File: src/rtl/wash_cycle_sequencer.sv
// Washing-machine programme sequencer: fill, wash, drain, rinse xN, spin, done.
// Optional agitation pause is built only when WM_PAUSE_EN is defined.
module wash_cycle_sequencer #(
  parameter int unsigned CNT_W     = 8,
  parameter int unsigned WASH_CYC  = 30,
  parameter int unsigned RINSE_CYC = 30,
  parameter int unsigned SPIN_CYC  = 30,
  parameter int unsigned N_RINSE   = 2,
  parameter int unsigned FILL_TMO  = 100
) (
  input  logic       clk,
  input  logic       rst,
  input  logic       start,
  input  logic       clothes,
  input  logic       det_liquid,
  input  logic       water_tap,
  input  logic       level_full,
  input  logic       level_empty,
  input  logic       pause,
  input  logic       clear_err,
  output logic       fill_valve,
  output logic       drain_valve,
  output logic       motor_on,
  output logic       motor_fast,
  output logic       door_lock,
  output logic       busy,
  output logic       finish,
  output logic       error,
  output logic [1:0] err_code,
  output logic [3:0] phase
);

  typedef enum logic [3:0] {
    S_IDLE    = 4'd0,
    S_FILL_W  = 4'd1,
    S_WASH    = 4'd2,
    S_DRAIN_W = 4'd3,
    S_FILL_R  = 4'd4,
    S_RINSE   = 4'd5,
    S_DRAIN_R = 4'd6,
    S_SPIN    = 4'd7,
    S_DONE    = 4'd8,
    S_ERROR   = 4'd9
  } state_t;

  localparam logic [CNT_W-1:0] WASH_LAST  = CNT_W'(WASH_CYC - 1);
  localparam logic [CNT_W-1:0] RINSE_LAST = CNT_W'(RINSE_CYC - 1);
  localparam logic [CNT_W-1:0] SPIN_LAST  = CNT_W'(SPIN_CYC - 1);
  localparam logic [CNT_W-1:0] TMO_LAST   = CNT_W'(FILL_TMO - 1);
  localparam logic [1:0]       LAST_RINSE = 2'(N_RINSE - 1);

  state_t           state_q, state_d;
  logic [CNT_W-1:0] timer_q, timer_d;
  logic [1:0]       rinse_q, rinse_d;
  logic [1:0]       err_q, err_d;
  logic             hold;
  logic             tmo;

`ifdef WM_PAUSE_EN
  assign hold = pause && (state_q == S_WASH || state_q == S_RINSE || state_q == S_SPIN);
`else
  logic unused_pause;
  assign unused_pause = pause;
  assign hold         = 1'b0;
`endif

  assign tmo = (timer_q == TMO_LAST);

  // Sensors are tested before the timeout so a coincident sensor wins.
  always_comb begin
    state_d = state_q;
    rinse_d = rinse_q;
    err_d   = err_q;
    case (state_q)
      S_IDLE: begin
        rinse_d = '0;
        if (start && clothes && det_liquid) begin
          if (water_tap) begin
            state_d = S_FILL_W;
          end else begin
            state_d = S_ERROR;
            err_d   = 2'b11;
          end
        end
      end
      S_FILL_W: begin
        if (level_full)  state_d = S_WASH;
        else if (tmo)    begin state_d = S_ERROR; err_d = 2'b01; end
      end
      S_WASH:  if (!hold && timer_q == WASH_LAST)  state_d = S_DRAIN_W;
      S_DRAIN_W: begin
        if (level_empty) state_d = S_FILL_R;
        else if (tmo)    begin state_d = S_ERROR; err_d = 2'b10; end
      end
      S_FILL_R: begin
        if (level_full)  state_d = S_RINSE;
        else if (tmo)    begin state_d = S_ERROR; err_d = 2'b01; end
      end
      S_RINSE: if (!hold && timer_q == RINSE_LAST) state_d = S_DRAIN_R;
      S_DRAIN_R: begin
        if (level_empty) begin
          if (rinse_q == LAST_RINSE) begin
            state_d = S_SPIN;
          end else begin
            state_d = S_FILL_R;
            rinse_d = rinse_q + 2'd1;
          end
        end else if (tmo) begin
          state_d = S_ERROR;
          err_d   = 2'b10;
        end
      end
      S_SPIN:  if (!hold && timer_q == SPIN_LAST)  state_d = S_DONE;
      S_DONE: begin
        state_d = S_IDLE;
        rinse_d = '0;
      end
      S_ERROR: begin
        if (clear_err && level_empty) begin
          state_d = S_IDLE;
          err_d   = '0;
        end
      end
      default: state_d = S_IDLE;
    endcase

    if (state_d != state_q)            timer_d = '0;
    else if (hold || timer_q == '1)    timer_d = timer_q;
    else                               timer_d = timer_q + 1'b1;
  end

  always_ff @(posedge clk or posedge rst) begin
    if (rst) begin
      state_q <= S_IDLE;
      timer_q <= '0;
      rinse_q <= '0;
      err_q   <= '0;
    end else begin
      state_q <= state_d;
      timer_q <= timer_d;
      rinse_q <= rinse_d;
      err_q   <= err_d;
    end
  end

  always_comb begin
    fill_valve  = 1'b0;
    drain_valve = 1'b0;
    motor_on    = 1'b0;
    motor_fast  = 1'b0;
    door_lock   = 1'b1;
    busy        = 1'b1;
    finish      = 1'b0;
    error       = 1'b0;
    case (state_q)
      S_IDLE:    begin door_lock = 1'b0; busy = 1'b0; end
      S_FILL_W, S_FILL_R:   fill_valve  = 1'b1;
      S_DRAIN_W, S_DRAIN_R: drain_valve = 1'b1;
      S_WASH, S_RINSE:      motor_on    = !hold;
      S_SPIN: begin
        drain_valve = 1'b1;
        motor_on    = !hold;
        motor_fast  = !hold;
      end
      S_DONE:    begin door_lock = 1'b0; busy = 1'b0; finish = 1'b1; end
      S_ERROR: begin
        busy        = 1'b0;
        error       = 1'b1;
        drain_valve = !level_empty;
        door_lock   = !level_empty;
      end
      default:   begin door_lock = 1'b0; busy = 1'b0; end
    endcase
    err_code = err_q;
    phase    = state_q;
  end

endmodule

File: config.mk
export PLATFORM = sky130hd
export DESIGN_NAME = wash_cycle_sequencer
export DESIGN_NICKNAME = d
export VERILOG_FILES = /design/src/rtl/wash_cycle_sequencer.sv
export SDC_FILE = /design/constraint.sdc
export NUM_CORES = 1
export LEC_CHECK = 0
export BUFFER_PORTS_ARGS = -buffer_cell sky130_fd_sc_hd__buf_2
export CAP_MARGIN = 20
export CORE_MARGIN = 5
export CORE_UTILIZATION = 25
export CTS_CLUSTER_DIAMETER = 100
export DETAILED_ROUTE_END_ITERATION = 10
export GPL_TIMING_DRIVEN = 0
export PLACE_DENSITY = 0.51
export SYNTH_ARGS = -nofsm -noshare
export SYNTH_HDL_FRONTEND = slang
export SYNTH_SLANG_ARGS = --single-unit
File: constraint.sdc
create_clock -name clk -period 2.5 [get_ports clk]
set_input_delay 0 -clock clk [delete_from_list [all_inputs] [get_ports clk]]
set_output_delay 0 -clock clk [all_outputs]
set_load 0.02 [all_outputs]
# Word level (Yosys, flattened, before mapping)
# Index checks and enable logic that the tools add are counted.
dict set report totals {
  reg_bits 16
  output_inout_bits 14
  wordCells 79
}
dict set report op_classes {
  addsub 2
  n_eq_ne 24
  n_mux 34
  reduce_logical 15
}
# operator count
set op_table {}
lappend op_table {{4-bit two-way mux} 11}
lappend op_table {{4-bit one-hot mux with 9 select lines} 1}
lappend op_table {{2-bit two-way mux} 10}
lappend op_table {{4-bit by 3-bit == test with 1-bit output (second input constant)} 4}
lappend op_table {{8-bit two-way mux} 2}
lappend op_table {{2-bit inequality test (second input constant)} 8}
lappend op_table {{8-bit by 1-bit adder with 8-bit output (second input constant)} 1}
lappend op_table {{4-bit by 2-bit == test with 1-bit output (second input constant)} 2}
lappend op_table {{4-bit == test (second input constant)} 2}
lappend op_table {{8-bit by 5-bit == test with 1-bit output (second input constant)} 1}
lappend op_table {{8-bit by 7-bit == test with 1-bit output (second input constant)} 1}
lappend op_table {{8-bit == test (second input constant)} 1}
lappend op_table {{2-bit one-hot mux with 4 select lines} 1}
lappend op_table {{8-bit AND reduction} 1}
lappend op_table {{7-bit OR reduction} 1}
lappend op_table {{1-bit two-way mux} 6}
lappend op_table {{2-bit OR reduction} 3}
lappend op_table {{3-bit OR reduction} 2}
lappend op_table {{4-bit by 1-bit == test with 1-bit output (second input constant)} 1}
lappend op_table {{4-bit logical NOT} 1}
lappend op_table {{2-bit by 1-bit inequality test with 1-bit output (second input constant)} 2}
lappend op_table {{4-bit inequality test} 1}
lappend op_table {{1-bit one-hot mux with 2 select lines} 2}
lappend op_table {{2-bit one-hot mux with 2 select lines} 1}
lappend op_table {{other kinds (7)} 9}

# Logic depth before layout (Yosys ltp)
dict set report logic_depth {
  depth_word 6
  ltp_mapped 8
  mapped_depth_nobuf 8
}

# Worst setup path after synthesis
# OpenSTA, ideal clock, no wires.
dict set report synth_path {
  path_kind {flip-flop to flip-flop}
  from {register state_q[1], in the netlist phase[1]}
  to {register timer_q[6]}
  setup_ns 0.087
  arrival_time_ns 1.816
  slack_ns 0.597
  stages_incl_launch_ff 8
  period_less_slack_ns 1.903
  path_cell_list {dfrtp_1 -> buf_2 -> nor2b_1 -> nand4_1 -> nand4_1 -> a2bb2oi_1 -> nand4b_2 -> nor3_1}
}
dict set report synth_between {
  elab_chain_cells 5
  word_cells_on_any_way 23
  cone_classes {eq/ne: 10; mux: 12; reduce/logical: 1}
}
# element line
set synth_rtl {}
lappend synth_rtl {{start, declared} 52} ;# state_t state_q, state_d;
lappend synth_rtl {{start signal, assigned} 139} ;# state_q <= state_d;
lappend synth_rtl {{4-bit two-way mux} n/a}
lappend synth_rtl {{4-bit two-way mux, on equally long branches} n/a}
lappend synth_rtl {{4-bit one-hot mux with 9 select lines} 74} ;# case (state_q)
lappend synth_rtl {{4-bit inequality test (*)} 127} ;# if (state_d != state_q) timer_d = '0;
lappend synth_rtl {{2-bit inequality test (no source line) / 8-bit two-way mux (equally long branches)} n/a}
lappend synth_rtl {{end signal, assigned} 140} ;# timer_q <= timer_d;
lappend synth_rtl {{end, declared} 53} ;# logic [CNT_W-1:0] timer_q, timer_d;
# Every way passes the cells marked *; elsewhere a longest branch is shown, timed or not.
# A chain may end at the register's enable or synchronous reset.

# Worst setup path after layout
dict set report layout_path {
  from {register state_q[1], in the netlist phase[1]}
  to {register timer_q[1]}
}
# Same word-level chain as after synthesis.

==> flow_results.org <==
** Outcome
- The flow ran to the end, and the final reports show no timing, DRC or antenna violations.

** Final layout
- Storage element area :: 400.4 µm²
- Counting the fill cells in the layout gives 568.
- The multi-input combinational cells in the finished layout cover a total of 887.1 µm².
- Net count of the finished layout :: 208
- Share of post-route cells with drive strength above 1 :: 22.68%
- Relative to the synthesized area, the layout overhead comes to 19.28%.
- The number of antenna diodes in the final layout is 0.

** Power
- Sw power :: 515.1 µW
- Share of total power in sequential cells :: 30.4%
- Of the total power, the share spent switching nets is 44.29%.
- The worst-case IR drop observed on VDD is 0.2762 mV.
- For this design the ratio of total power to cell area is 715.6 nW/µm².
- Cell internal power was estimated by the tool at 647.9 µW.
- The clock network accounts for 21.5% of the total power.
- In this run the static leakage power is 0.0007128 µW.
- Logic gate share of total power :: 48.1%
- Overall power consumption after layout is estimated at 1163 µW.

** Global routing
- Total congestion overflow after global routing :: 0
- First-pass GRT wire length :: 6.403 mm
- The initial antenna violation count came to 0.
- For this run, the total global-route usage over all layers was measured as 11.37%.
- Number of global-route vias before repair :: 1262
- Largest net degree at the start of global routing :: 17

** Critical path
- WP data required :: 2.66 ns
- The worst setup path is launched from a flop.
- Measured in cells, the most critical reg-to-reg path has a length of 7.
- The critical path goes through buf_2, nor2b_1, nand4_1, nand4_1, a2bb2oi_1, nand4b_2, a211oi_1.
- Top Family by Delay on Critical Path :: simple AND/OR/NAND/NOR gates
- Stages on worst setup path :: 7
- Worst setup path startpoint :: phase[1]$_DFF_PP0_
- R2r setup slk :: 0.17 ns
- STA classifies the critical path endpoint as a flop.
- The critical path ends at timer_q[1]$_DFFE_PP0P_.
- Crit-path max cell delay :: 0.50 ns
- The worst register-to-register path ends at timer_q[1]$_DFFE_PP0P_.
- Max Fanout on Critical Path :: 10
- Kind of critical path :: flop to flop
- Among the stages of the critical path, the cell type that occurs most often is nand4_1.
- The number of buffers and inverters on the critical path is 1.
- STA puts the critical path data arrival time at 2.49 ns.
- Slowest cell on the critical path :: nor2b_1
- Worst flop-to-flop path startpoint :: phase[1]$_DFF_PP0_

** Hold path
- The path class of the tightest hold or removal check is primary input to flop.

** Flow run
- Number of max-capacitance violations reported :: 0

** Clock network
- Clock-pin slew of the registers on the worst-case setup and hold paths :: 0.08 ns
- TritonCTS built the clock tree.
- H-Tree Level Count :: 1
- Clock Sink Count :: 16
- The longest clock path from root to sink contains 2 buffers.
- At the later pin of the worst-skew pair, clock insertion delay measures 0.27 ns.
- Root buf cell :: clkbuf_8
- Number of buffers added by the clock tree synthesis step :: 3

** Die
- During I/O placement, the number of pins put on the boundary was 24.
- Area of the die :: 7027 µm²
- Die height :: 83.83 µm
- Once the floorplan was initialized, standard cells occupied 26.18% of the core.
- Number of placement rows :: 26
- Horizontal extent of the die :: 83.83 µm
- After floorplanning, the core was sized to cover 5205 µm².

** Timing
- The worst pin sits at a relative slew slack of 55.05%.
- Summed over all failing endpoints, the final setup total negative slack is 0 ns.
- Upper clock frequency limit :: 429.1 MHz
- Setup repair after global routing missed its margin :: no
- Max Slew Vio Count :: 0
- On the final layout, the worst clock skew is 0.01084 ns.
- Tmin final :: 2.330 ns
- Setup violations remaining at the end of the flow were counted as 0.
- Final critical-path share of the clock period :: 93.22%
- The hold violation total from the final report came to 0.
- At the pin with the least slew margin, the transition time is 0.6735 ns.

** Yosys
- Summing every instance area after synthesis gives 1363 µm².
- Dominant register cell in the synthesized netlist :: dfrtp_1
- Number of flip-flops and latches in the synthesized netlist :: 16
- Number of cells produced by synthesis :: 167
- Cell variety after synth :: 53
- Syn avg cell area :: 8.159 µm²
- Yosys mapped a number of flops with a built-in enable equal to 0.
- Counting flops with an async set or reset pin after synthesis yields a share of 100.0%.
- Mapped Nets :: 180
- Sequential share of the synthesized area :: 29.38%
- During synthesis, Yosys emitted a total of 0 warnings.

** Route
- Dividing the detail-routed via count by the number of cells gives 5.174.
- Number of DRC markers in iteration 0 :: 157
- In the routed design, unresolved DRC markers number 0.
- The detailed router used layers up to and including met4.
- Via count :: 1366
- Pre-Repair DR Iteration Count :: 4
- In the final routed layout, each cell accounts on average for 14.58 µm.
- Wire length the detailed router placed on met1 :: 1.915 mm
- Final wirelength :: 3.850 mm
- In the detailed route, the total length drawn on met2 is 1.712 mm.
- Detail Route Antenna Nets :: 0
- Total met3 wirelength after detailed routing :: 193 µm

** Placement
- At the end of routability-driven placement, the weighted congestion stood at 0.8749.
- In this run the tool buffered the top-level ports with 22 buffer cells.
- Once detailed placement completed, the half-perimeter wirelength came to 2.833 mm.
[final cells by class]
type	count	share of cell area [%]
Buffer	9	3.002
Multi-Input combinational cell	135	54.58
Clock buffer	4	3.387
Timing Repair Buffer	23	7.390
Tap cell	70	5.389
Inverter	7	1.617
Sequential cell	16	24.63
[Yosys cell counts (all sizes together) (3+ instances only)]
library cell	instances	area share (%)
nand3b	3	2.6
nand2b	5	2.3
clkbuf	4	1.2
dfrtp	16	29
buf	5	2.4
inv	7	1.9
nor2b	5	2.3
and2	5	2.3
a211oi	3	1.7
nor3	6	2.2
nand2	8	2.2
and3	3	1.4
and4b	3	2.4
ha	3	2.8
a21oi	15	5.8
nand4	7	3.2
nand4b	3	2.4
nand3	9	3.3
nor2	14	3.9
o21ai	11	4.0
[metrics by stage]
step	setup WS, ns	util, %	instances	hold slack (ns)	instance area (µm²)
2_1_floorplan	0.5974	-	167	-0.08626	1363
3_3_place_gp	0.2059	29.98	259	0.1513	1560
3_5_place_dp	0.2293	29.98	259	0.1461	1560
4_1_cts	0.1836	31.23	264	0.2033	1625
5_1_grt	0.00009392	31.23	264	0.2384	1625
6_report	0.1695	31.23	264	0.2179	1625
[layer usage]
layer  vias to the layer above  global-route usage (%)
li1                        688                       -
met2                        33                   16.99
met3                         2                   2.962
met5                         -                       0
met4                         0                   3.070
met1                       643                   16.11
[layout by cell type, fill, tap and decap left out, types with 2 or more instances in the layout]
master / n
buf_2: 24
dfrtp_1: 16
a21oi_1: 14
nor2_1: 14
o21ai_0: 11
nand3_1: 9
nand2_1: 8
inv_1: 7
nand4_1: 7
nor3_1: 6
nor2b_1: 5
nand2b_1: 5
and2_1: 5
clkbuf_8: 4
and3_1: 3
buf_4: 3
clkbuf_1: 3
a211oi_1: 3
ha_1: 3
mux2_2: 2
and4b_2: 2
nand3b_1: 2
and3b_1: 2
nand4b_1: 2
o31ai_1: 2
a21o_1: 2
o211ai_1: 2
[worst min-delay path, cell delays in order]
cell	delay, ns
buf_2	0.13
nand3_1	0.10
nand3_1	0.11
or3_2	0.12
[flip-flops by register name, indices dropped and copies added (netlist names)]
name	count
phase	4
timer_q	8
rinse_q	2
err_code	2
[kinds of logic (layout without fill, tap and decap cells)]
| family | count (synthesis) | in the layout | share of synthesized area [%] |
|---|---|---|---|
| simple gates | 78 | 78 | 35.35 |
| fa+ha+maj | 3 | 3 | 2.755 |
| buf+inv | 16 | 43 | 5.509 |
| compound gates | 49 | 49 | 23.33 |
| mux | 3 | 3 | 2.387 |
| flops | 16 | 16 | 29.38 |
| xor+xnor | 2 | 2 | 1.286 |
[how the worst min path moves through the flow]
stage	endpoint	start	cells after the start	slack [ns]
final	phase[0]$_DFF_PP0_	level_full	4	0.22
after global routing	phase[3]$_DFF_PP0_	clear_err	3	0.24
after CTS	phase[0]$_DFF_PP0_	level_full	4	0.20
after detailed placement	phase[0]$_DFF_PP0_	rst	2	0.15
after global placement	phase[2]$_DFF_PP0_	rst	2	0.15
after floorplan	err_code[0]$_DFFE_PP0P_	rst	1	-0.09
[timing repair]
action	CTS	global route
endpoints found under the hold margin	16	0
hold buffers	1	0
gates resized for setup	0	0
buffers inserted	0	0
[power by group through the flow]
stage          clock network, µW  registers, µW  logic (µW)
6_report                     250            354         559
5_1_grt                      271            362         610
4_1_cts                      256            355         561
3_5_place_dp                   0            360         557
3_3_place_gp                   0            359         560
2_1_floorplan                  0            384         365
No activity file was read; power rests on OpenSTA's default activity.
